### src/rtl/serial_pattern_detector_if.sv
// Signal bundle between the serial line sampler (master) and the pattern detector (slave).
// data_valid qualifies data_in; there is no backpressure, and every valid bit is consumed on the edge where it is presented.
interface serial_pattern_detector_if #(
    parameter int PATTERN_W = 4,
    parameter int CNT_W     = 8
) ();
    logic                 data_in;
    logic                 data_valid;
    logic                 count_clr;
    logic                 match;
    logic [CNT_W-1:0]     match_count;
    logic                 count_sat;
    logic [PATTERN_W-1:0] history;

    modport master (
        output data_in, data_valid, count_clr,
        input  match, match_count, count_sat, history
    );

    modport slave (
        input  data_in, data_valid, count_clr,
        output match, match_count, count_sat, history
    );
endinterface

### src/rtl/serial_pattern_detector.sv
// Shifts qualified serial bits into a history register and pulses match when the newest bits equal PATTERN.
// Also keeps a saturating match counter with a sticky saturation flag. Every output comes straight from a flop.
module serial_pattern_detector #(
    parameter int                   PATTERN_W = 4,
    parameter logic [PATTERN_W-1:0] PATTERN   = 4'b1011,
    parameter bit                   OVERLAP   = 1'b1,
    parameter int                   CNT_W     = 8
) (
    input  logic                    clk,
    input  logic                    reset,
    serial_pattern_detector_if.slave bus
);
    localparam int                 FILL_W    = $clog2(PATTERN_W + 1);
    localparam logic [FILL_W-1:0]  FILL_MAX  = FILL_W'(PATTERN_W);
    localparam logic [FILL_W-1:0]  FILL_LAST = FILL_W'(PATTERN_W - 1);
    localparam logic [CNT_W-1:0]   CNT_MAX   = '1;

    logic [PATTERN_W-1:0] hist_q, hist_d;
    logic [PATTERN_W-1:0] next_hist;
    logic [FILL_W-1:0]    fill_q, fill_d;
    logic                 match_q, match_d;
    logic [CNT_W-1:0]     cnt_q, cnt_d, cnt_base;
    logic                 sat_q, sat_d, sat_base;

    // fill counts real received bits, so reset zeros in hist_q can never form a match.
    always_comb begin
        hist_d    = hist_q;
        fill_d    = fill_q;
        match_d   = 1'b0;
        next_hist = {hist_q[PATTERN_W-2:0], bus.data_in};
        if (bus.data_valid) begin
            hist_d = next_hist;
            if (fill_q != FILL_MAX) begin
                fill_d = fill_q + 1'b1;
            end
            if ((next_hist == PATTERN) && (fill_q >= FILL_LAST)) begin
                match_d = 1'b1;
                if (!OVERLAP) begin
                    fill_d = '0;
                end
            end
        end
    end

    // A clear and a match on the same edge leave the count at one.
    always_comb begin
        cnt_base = bus.count_clr ? '0 : cnt_q;
        sat_base = bus.count_clr ? 1'b0 : sat_q;
        cnt_d    = cnt_base;
        if (match_d && (cnt_base != CNT_MAX)) begin
            cnt_d = cnt_base + 1'b1;
        end
        sat_d = sat_base | (cnt_d == CNT_MAX);
    end

    always_ff @(posedge clk) begin
        if (!reset) begin
            hist_q  <= '0;
            fill_q  <= '0;
            match_q <= 1'b0;
            cnt_q   <= '0;
            sat_q   <= 1'b0;
        end else begin
            hist_q  <= hist_d;
            fill_q  <= fill_d;
            match_q <= match_d;
            cnt_q   <= cnt_d;
            sat_q   <= sat_d;
        end
    end

    assign bus.match       = match_q;
    assign bus.match_count = cnt_q;
    assign bus.count_sat   = sat_q;
    assign bus.history     = hist_q;
endmodule

### src/flat_wrapper.sv
// flat-port wrapper written by rule: the top's interface ports become plain ports
module serial_pattern_detector_flat 
#(
    parameter int                   PATTERN_W = 4,
    parameter logic [PATTERN_W-1:0] PATTERN   = 4'b1011,
    parameter bit                   OVERLAP   = 1'b1,
    parameter int                   CNT_W     = 8
)
  (clk, reset, bus_data_in, bus_data_valid, bus_count_clr, bus_match, bus_match_count, bus_count_sat, bus_history);
  serial_pattern_detector_if #(.PATTERN_W(PATTERN_W), .CNT_W(CNT_W)) bus_i ();
  input  logic clk;
  input  logic reset;
  input wire logic [$bits(bus_i.data_in)-1:0] bus_data_in;
  input wire logic [$bits(bus_i.data_valid)-1:0] bus_data_valid;
  input wire logic [$bits(bus_i.count_clr)-1:0] bus_count_clr;
  output wire logic [$bits(bus_i.match)-1:0] bus_match;
  output wire logic [$bits(bus_i.match_count)-1:0] bus_match_count;
  output wire logic [$bits(bus_i.count_sat)-1:0] bus_count_sat;
  output wire logic [$bits(bus_i.history)-1:0] bus_history;
  assign bus_i.data_in = bus_data_in;
  assign bus_i.data_valid = bus_data_valid;
  assign bus_i.count_clr = bus_count_clr;
  assign bus_match = bus_i.match;
  assign bus_match_count = bus_i.match_count;
  assign bus_count_sat = bus_i.count_sat;
  assign bus_history = bus_i.history;
  serial_pattern_detector #(.PATTERN_W(PATTERN_W), .PATTERN(PATTERN), .OVERLAP(OVERLAP), .CNT_W(CNT_W)) u_core (.clk(clk), .reset(reset), .bus(bus_i));
endmodule
### config.mk
export PLATFORM = sky130hd
export DESIGN_NAME = serial_pattern_detector_flat
export DESIGN_NICKNAME = d
export VERILOG_FILES = /design/src/rtl/serial_pattern_detector_if.sv /design/src/rtl/serial_pattern_detector.sv /design/src/flat_wrapper.sv
export SDC_FILE = /design/constraint.sdc
export NUM_CORES = 1
export LEC_CHECK = 0
export ABC_AREA = 0
export BUFFER_PORTS_ARGS = -buffer_cell sky130_fd_sc_hd__buf_2
export CORE_AREA = 5 5 45 66
export CTS_CLUSTER_DIAMETER = 60
export DETAILED_ROUTE_END_ITERATION = 7
export DIE_AREA = 0 0 50 71
export PLACE_DENSITY = 0.65
export RECOVER_POWER = 50
export SLEW_MARGIN = 20
export SYNTH_ARGS = -nofsm -noshare
export SYNTH_HDL_FRONTEND = slang
export SYNTH_SLANG_ARGS = --single-unit
export TNS_END_PERCENT = 100
### constraint.sdc
create_clock -name clk -period 1.8 [get_ports clk]
set_input_delay 0.36 -clock clk [delete_from_list [all_inputs] [get_ports clk]]
set_output_delay 0.36 -clock clk [all_outputs]
set_load 0.1 [all_outputs]
* Word level (Yosys, flattened, before mapping)
Index checks and enable logic that the tools add are counted.
** Storage, ports and cells
- Input bits :: 5
- Output and inout bits :: 14
- Flip-flop bits (word level) :: 17
- Word-level logic and storage cells :: 21
** Operators by class
- Eq/ne operators :: 4
- Reductions and logical operators :: 3
- Mux-type cells :: 5
- Add/subtract/negate cells :: 2
- Bitwise logic cells :: 1
- Order comparisons :: 1
** Operators with widths (count)
- 2-to-1 mux 8 bit :: 2
- adder 8 x 1 -> 8 bit, second input constant :: 1
- == test 8 bit, second input constant :: 1
- != test 8 bit, second input constant :: 1
- == test 4 bit, second input constant :: 1
- adder 3 x 1 -> 3 bit, second input constant :: 1
- >= comparator 3 x 2 -> 1 bit, second input constant :: 1
- 2-to-1 mux 1 bit :: 3
- != test 3 bit, second input constant :: 1
- logical AND 1 bit :: 2
- AND reduction 2 bit :: 1
- OR 1 bit :: 1

* Logic depth before layout (Yosys ltp)
- Depth in word-level cells :: 8
- Gate-level depth with buffers :: 8
- Mapped depth without buffers :: 7

* Least setup slack after synthesis
Ideal clock, no wire load.
- Path type :: flip-flop to flip-flop
- From :: register u_core.cnt_q[0], in the netlist u_core.bus.match_count[0]
- To :: register u_core.sat_q, in the netlist u_core.bus.count_sat
- Arrival :: 2.394 ns
- Period minus slack after synthesis :: 2.514 ns
- Stages on the path, launching flop included :: 8
- Path buffers :: 0
- Setup slack :: -0.714 ns
- Setup time :: 0.120 ns
- Required time :: 1.680 ns
- Cell sequence :: dfxtp_1 nor2b_1 ha_1 and3b_1 nand3_1 or4_4 o221ai_2 o21ai_1
** Between the ends
- Cells in the longest elaborated chain, start to end :: 6
- Elaborated cells on any way between the ends :: 7
- Those cells by class :: add/sub: 1; eq/ne: 2; mux: 2; bitwise: 1; reduce/logical: 1
** Ends and longest elaborated chain
- start, declared :: RTL line serial_pattern_detector.sv:22 : logic [CNT_W-1:0] cnt_q, cnt_d, cnt_base;
- start signal, assigned :: RTL line serial_pattern_detector.sv:67 : cnt_q <= cnt_d;
- 2-to-1 mux 8 bit (*) :: RTL line serial_pattern_detector.sv:47 : cnt_base = bus.count_clr ? '0 : cnt_q;
- parallel branches: the longest is 2 deep, another holds adder 8 x 1 -> 8 bit
- 2-to-1 mux 8 bit (*) :: RTL line serial_pattern_detector.sv:50 : if (match_d && (cnt_base != CNT_MAX)) begin
- == test 8 bit (*) :: RTL line serial_pattern_detector.sv:53 : sat_d = sat_base | (cnt_d == CNT_MAX);
- OR 1 bit (*) :: RTL line serial_pattern_detector.sv:53
- end signal, assigned :: RTL line serial_pattern_detector.sv:68 : sat_q <= sat_d;
- end, declared :: RTL line serial_pattern_detector.sv:23 : logic sat_q, sat_d, sat_base;
Mark *: on every way between the ends.
A chain may end at the register's enable or synchronous reset.

* Final worst setup path
- From :: register u_core.fill_q[1]
- To :: register u_core.cnt_q[2], in the netlist u_core.bus.match_count[2]
** Between the ends
- Cells in the longest elaborated chain, start to end :: 6
** Ends and longest elaborated chain
- start, declared :: RTL line serial_pattern_detector.sv:20 : logic [FILL_W-1:0] fill_q, fill_d;
- start signal, assigned :: RTL line serial_pattern_detector.sv:65 : fill_q <= fill_d;
- >= comparator 3 x 2 -> 1 bit :: RTL line serial_pattern_detector.sv:36 : if ((next_hist == PATTERN) && (fill_q >= FILL_LAST)) begin
- logical AND 1 bit :: RTL line serial_pattern_detector.sv:36
- 2-to-1 mux 1 bit :: RTL line serial_pattern_detector.sv:36
- 2-to-1 mux 1 bit :: RTL line serial_pattern_detector.sv:31 : if (bus.data_valid) begin
- logical AND 1 bit :: RTL line serial_pattern_detector.sv:50
- 2-to-1 mux 8 bit :: RTL line serial_pattern_detector.sv:50
No other way between the ends.

==> reports/qor.txt <==
largest net degree at the start of global routing -> 14
Worst VDD drop -> 229 uV
Ys Warns -> 0
nets@finish -> 155
Die Ht -> 71 um
Setup WS pre-CTS -> -0.0176 ns
routed len/inst -> 14.3 um
flop-to-flop setup slack -> 0.10 ns
mean number of vias per cell -> 5.43
Die X -> 50 um
share of cells above drive strength 1 -> 46.2%
starting DRC count in detailed routing -> 17
post-synthesis net count -> 119
drc violations -> 0
Layout fillers -> 240
Core Area -> 2370 sq um
Slew Viols, Final -> 0
Pwr per Cell Area -> 524 nW/um^2
Crit. End Element -> flop
Min-Delay Startpoint -> bus_data_in
worst-margin pin slew -> 0.541 ns
Worst Hold Margin -> 0.308 ns
Avg Inst Size Synth -> 9.02 sq um
IO Count -> 19
vias in the first global route -> 874
CTS tree -> built
dpl hpwl -> 1780 um
antenna violations before repair -> 0
DRT Pass-1 Iters -> 4
R2R depth -> 7
Static Leakage -> 0.534 nW
dpl cells -> 158
CTS H-tree lvls -> 1
Most used DFF post-synth -> dfxtp_1
initial core utilization -> 41.9%
Worst Hold End -> u_core.bus.history[0]
CTS root buf -> clkbuf_4
worst setup margin -> 0.101 ns
#FFs+latches synth -> 17
Fin. Hold Viols -> 0
CP max FO -> 5
Worst Path Arrival -> 1.89 ns
final worst path period share -> 94.4%
Worst Setup Path Type -> flop to flop
count of cell types in the netlist -> 43
synth-to-layout area growth -> 31.3%
sum of routed wire length over all layers -> 2410 um
number of synthesized flops with an enable pin -> 0
Final Critical Period -> 1.70 ns
CP startpoint kind -> flop
gr usage total -> 13.1%
clock tree buffer depth -> 2
Post-DRT Antenna Nets -> 0
FF-to-FF End -> u_core.bus.match_count[2]
Mapped Cells -> 110
status -> finished clean
most frequent cells in the layout -> nor2_1, buf_4, buf_2, dfxtp_2, clkbuf_2
RR Startpoint -> u_core.fill_q[1]
hold path cells -> 3
antenna cells -> 0
Worst Hold Class -> input pin to flop
row count -> 22
clk slew on worst S/H paths -> 0.10 ns
Slew HR -> 64.1%
Area after DPL -> 1200 sq um
Seq/Total Area, Yosys -> 34.3%
Worst-Skew Late Latency -> 0.30 ns
Clock Skew -> 0.00302 ns
Setup violations, final -> 0
commonest non-fill, non-tap cell in the layout -> nor2_1
TritonCTS buffer count -> 3
post-route cell area -> 1300 sq um
share of flip-flops with an asynchronous set or reset -> 0%
Max Clk Rate -> 589 MHz
Die ar. -> 3550 sq um
Max-cap violations -> 0
GP Congestion -> 0.836
non-filler instance count after layout -> 169
first-pass GRT wire length -> 3710 um
Synth Cell Area -> 992 sq um
Port Buffers -> 18
gr ovfl total -> 0
via count -> 918
clock sinks -> 17
CP required -> 1.99 ns
-- worst max-delay path, stage by stage (launching register included) --
cell and delay, ns:
dfxtp_2 0.34, ha_1 0.17, ha_1 0.18, a211o_2 0.34, nand3_4 0.12, buf_4 0.13, o21ai_0 0.11, and3_1 0.21
-- routing by layer --
metal  share of wire [%]  wire, um  global-route usage (%)
met1                  39       939                    13.2
met2                  55      1340                    24.8
met3                 3.9        93                    2.32
met4                 1.8        43                    6.12
met5                   0         0                       0
-- layout make-up --
type,count,area (sq um),share of cell area (%)
inverter,7,26.3,2.02
clock buffer,3,22.5,1.73
sequential,17,363,27.9
multi-input combinational,83,654,50.2
tap,24,30.0,2.31
timing repair buffer,34,201,15.5
clock inverter,1,5.00,0.384
-- registers in the layout (all words and copies together), names as in the netlist --
register / flops
u_core.bus.match_count: 8
u_core.bus.history: 4
u_core.fill_q: 3
u_core.bus.count_sat: 1
u_core.bus.match: 1
-- metrics by stage --
stage	utilization [%]	total power, mW	setup TNS (ns)
after global placement	50.9	0.481	0
after global routing	55.0	0.716	-0.00500
after CTS	52.1	0.688	0
after detailed placement	50.9	0.485	-0.0176
after floorplan	-	0.460	-0.209
final	55.0	0.682	0
-- kinds of logic after synthesis --
| family | after synthesis | synth area share, % |
|---|---|---|
| fa+ha+maj | 4 | 5.04 |
| compound gates | 18 | 13.4 |
| mux | 4 | 4.04 |
| simple gates | 51 | 33.0 |
| xor+xnor | 5 | 4.41 |
| flops | 17 | 34.3 |
| buf+inv | 11 | 5.80 |
-- Yosys cell counts, types with 3 or more instances --
| cell type | count | area, sq um |
|---|---|---|
| mux2i_1 | 4 | 40.0 |
| inv_1 | 7 | 26.3 |
| xnor2_1 | 5 | 43.8 |
| ha_1 | 4 | 50.1 |
| nor2_1 | 17 | 63.8 |
| o21ai_0 | 3 | 15.0 |
| a21oi_1 | 5 | 25.0 |
| nand4_1 | 3 | 18.8 |
| nor3_1 | 3 | 15.0 |
| nand2_1 | 5 | 18.8 |
| dfxtp_1 | 17 | 340 |
-- how the worst max path moves through the flow --
| stage | endpoint | startpoint | cells after the start | slack (ns) |
|---|---|---|---|---|
| 3_5_place_dp | u_core.bus.count_sat | bus_count_clr | 8 | -0.02 |
| 6_report | u_core.bus.match_count[2] | u_core.fill_q[1] | 7 | 0.10 |
| 5_1_grt | u_core.bus.count_sat | u_core.fill_q[1] | 8 | -0.004 |
| 4_1_cts | u_core.bus.count_sat | u_core.fill_q[1] | 8 | 0.001 |
| 2_1_floorplan | u_core.bus.count_sat | u_core.bus.match_count[0] | 7 | -0.11 |
| 3_3_place_gp | u_core.bus.count_sat | bus_count_clr | 8 | 0.01 |
-- what timing repair did --
action | CTS | global route
setup endpoints to repair | 0 | 2
endpoints found under the hold margin | 0 | 0
resized for setup | 0 | 6
setup buffers | 0 | 6
hold buffers | 0 | 0
-- power by group --
part | switching, mW | total [mW] | leakage, nW | internal, mW
registers | 0.00620 | 0.387 | 0.144 | 0.381
clock network | 0.123 | 0.206 | 0.0177 | 0.0829
logic | 0.0572 | 0.0888 | 0.372 | 0.0316
total | 0.186 | 0.682 | 0.534 | 0.496
Note: power is estimated with default switching activity, not from simulation.
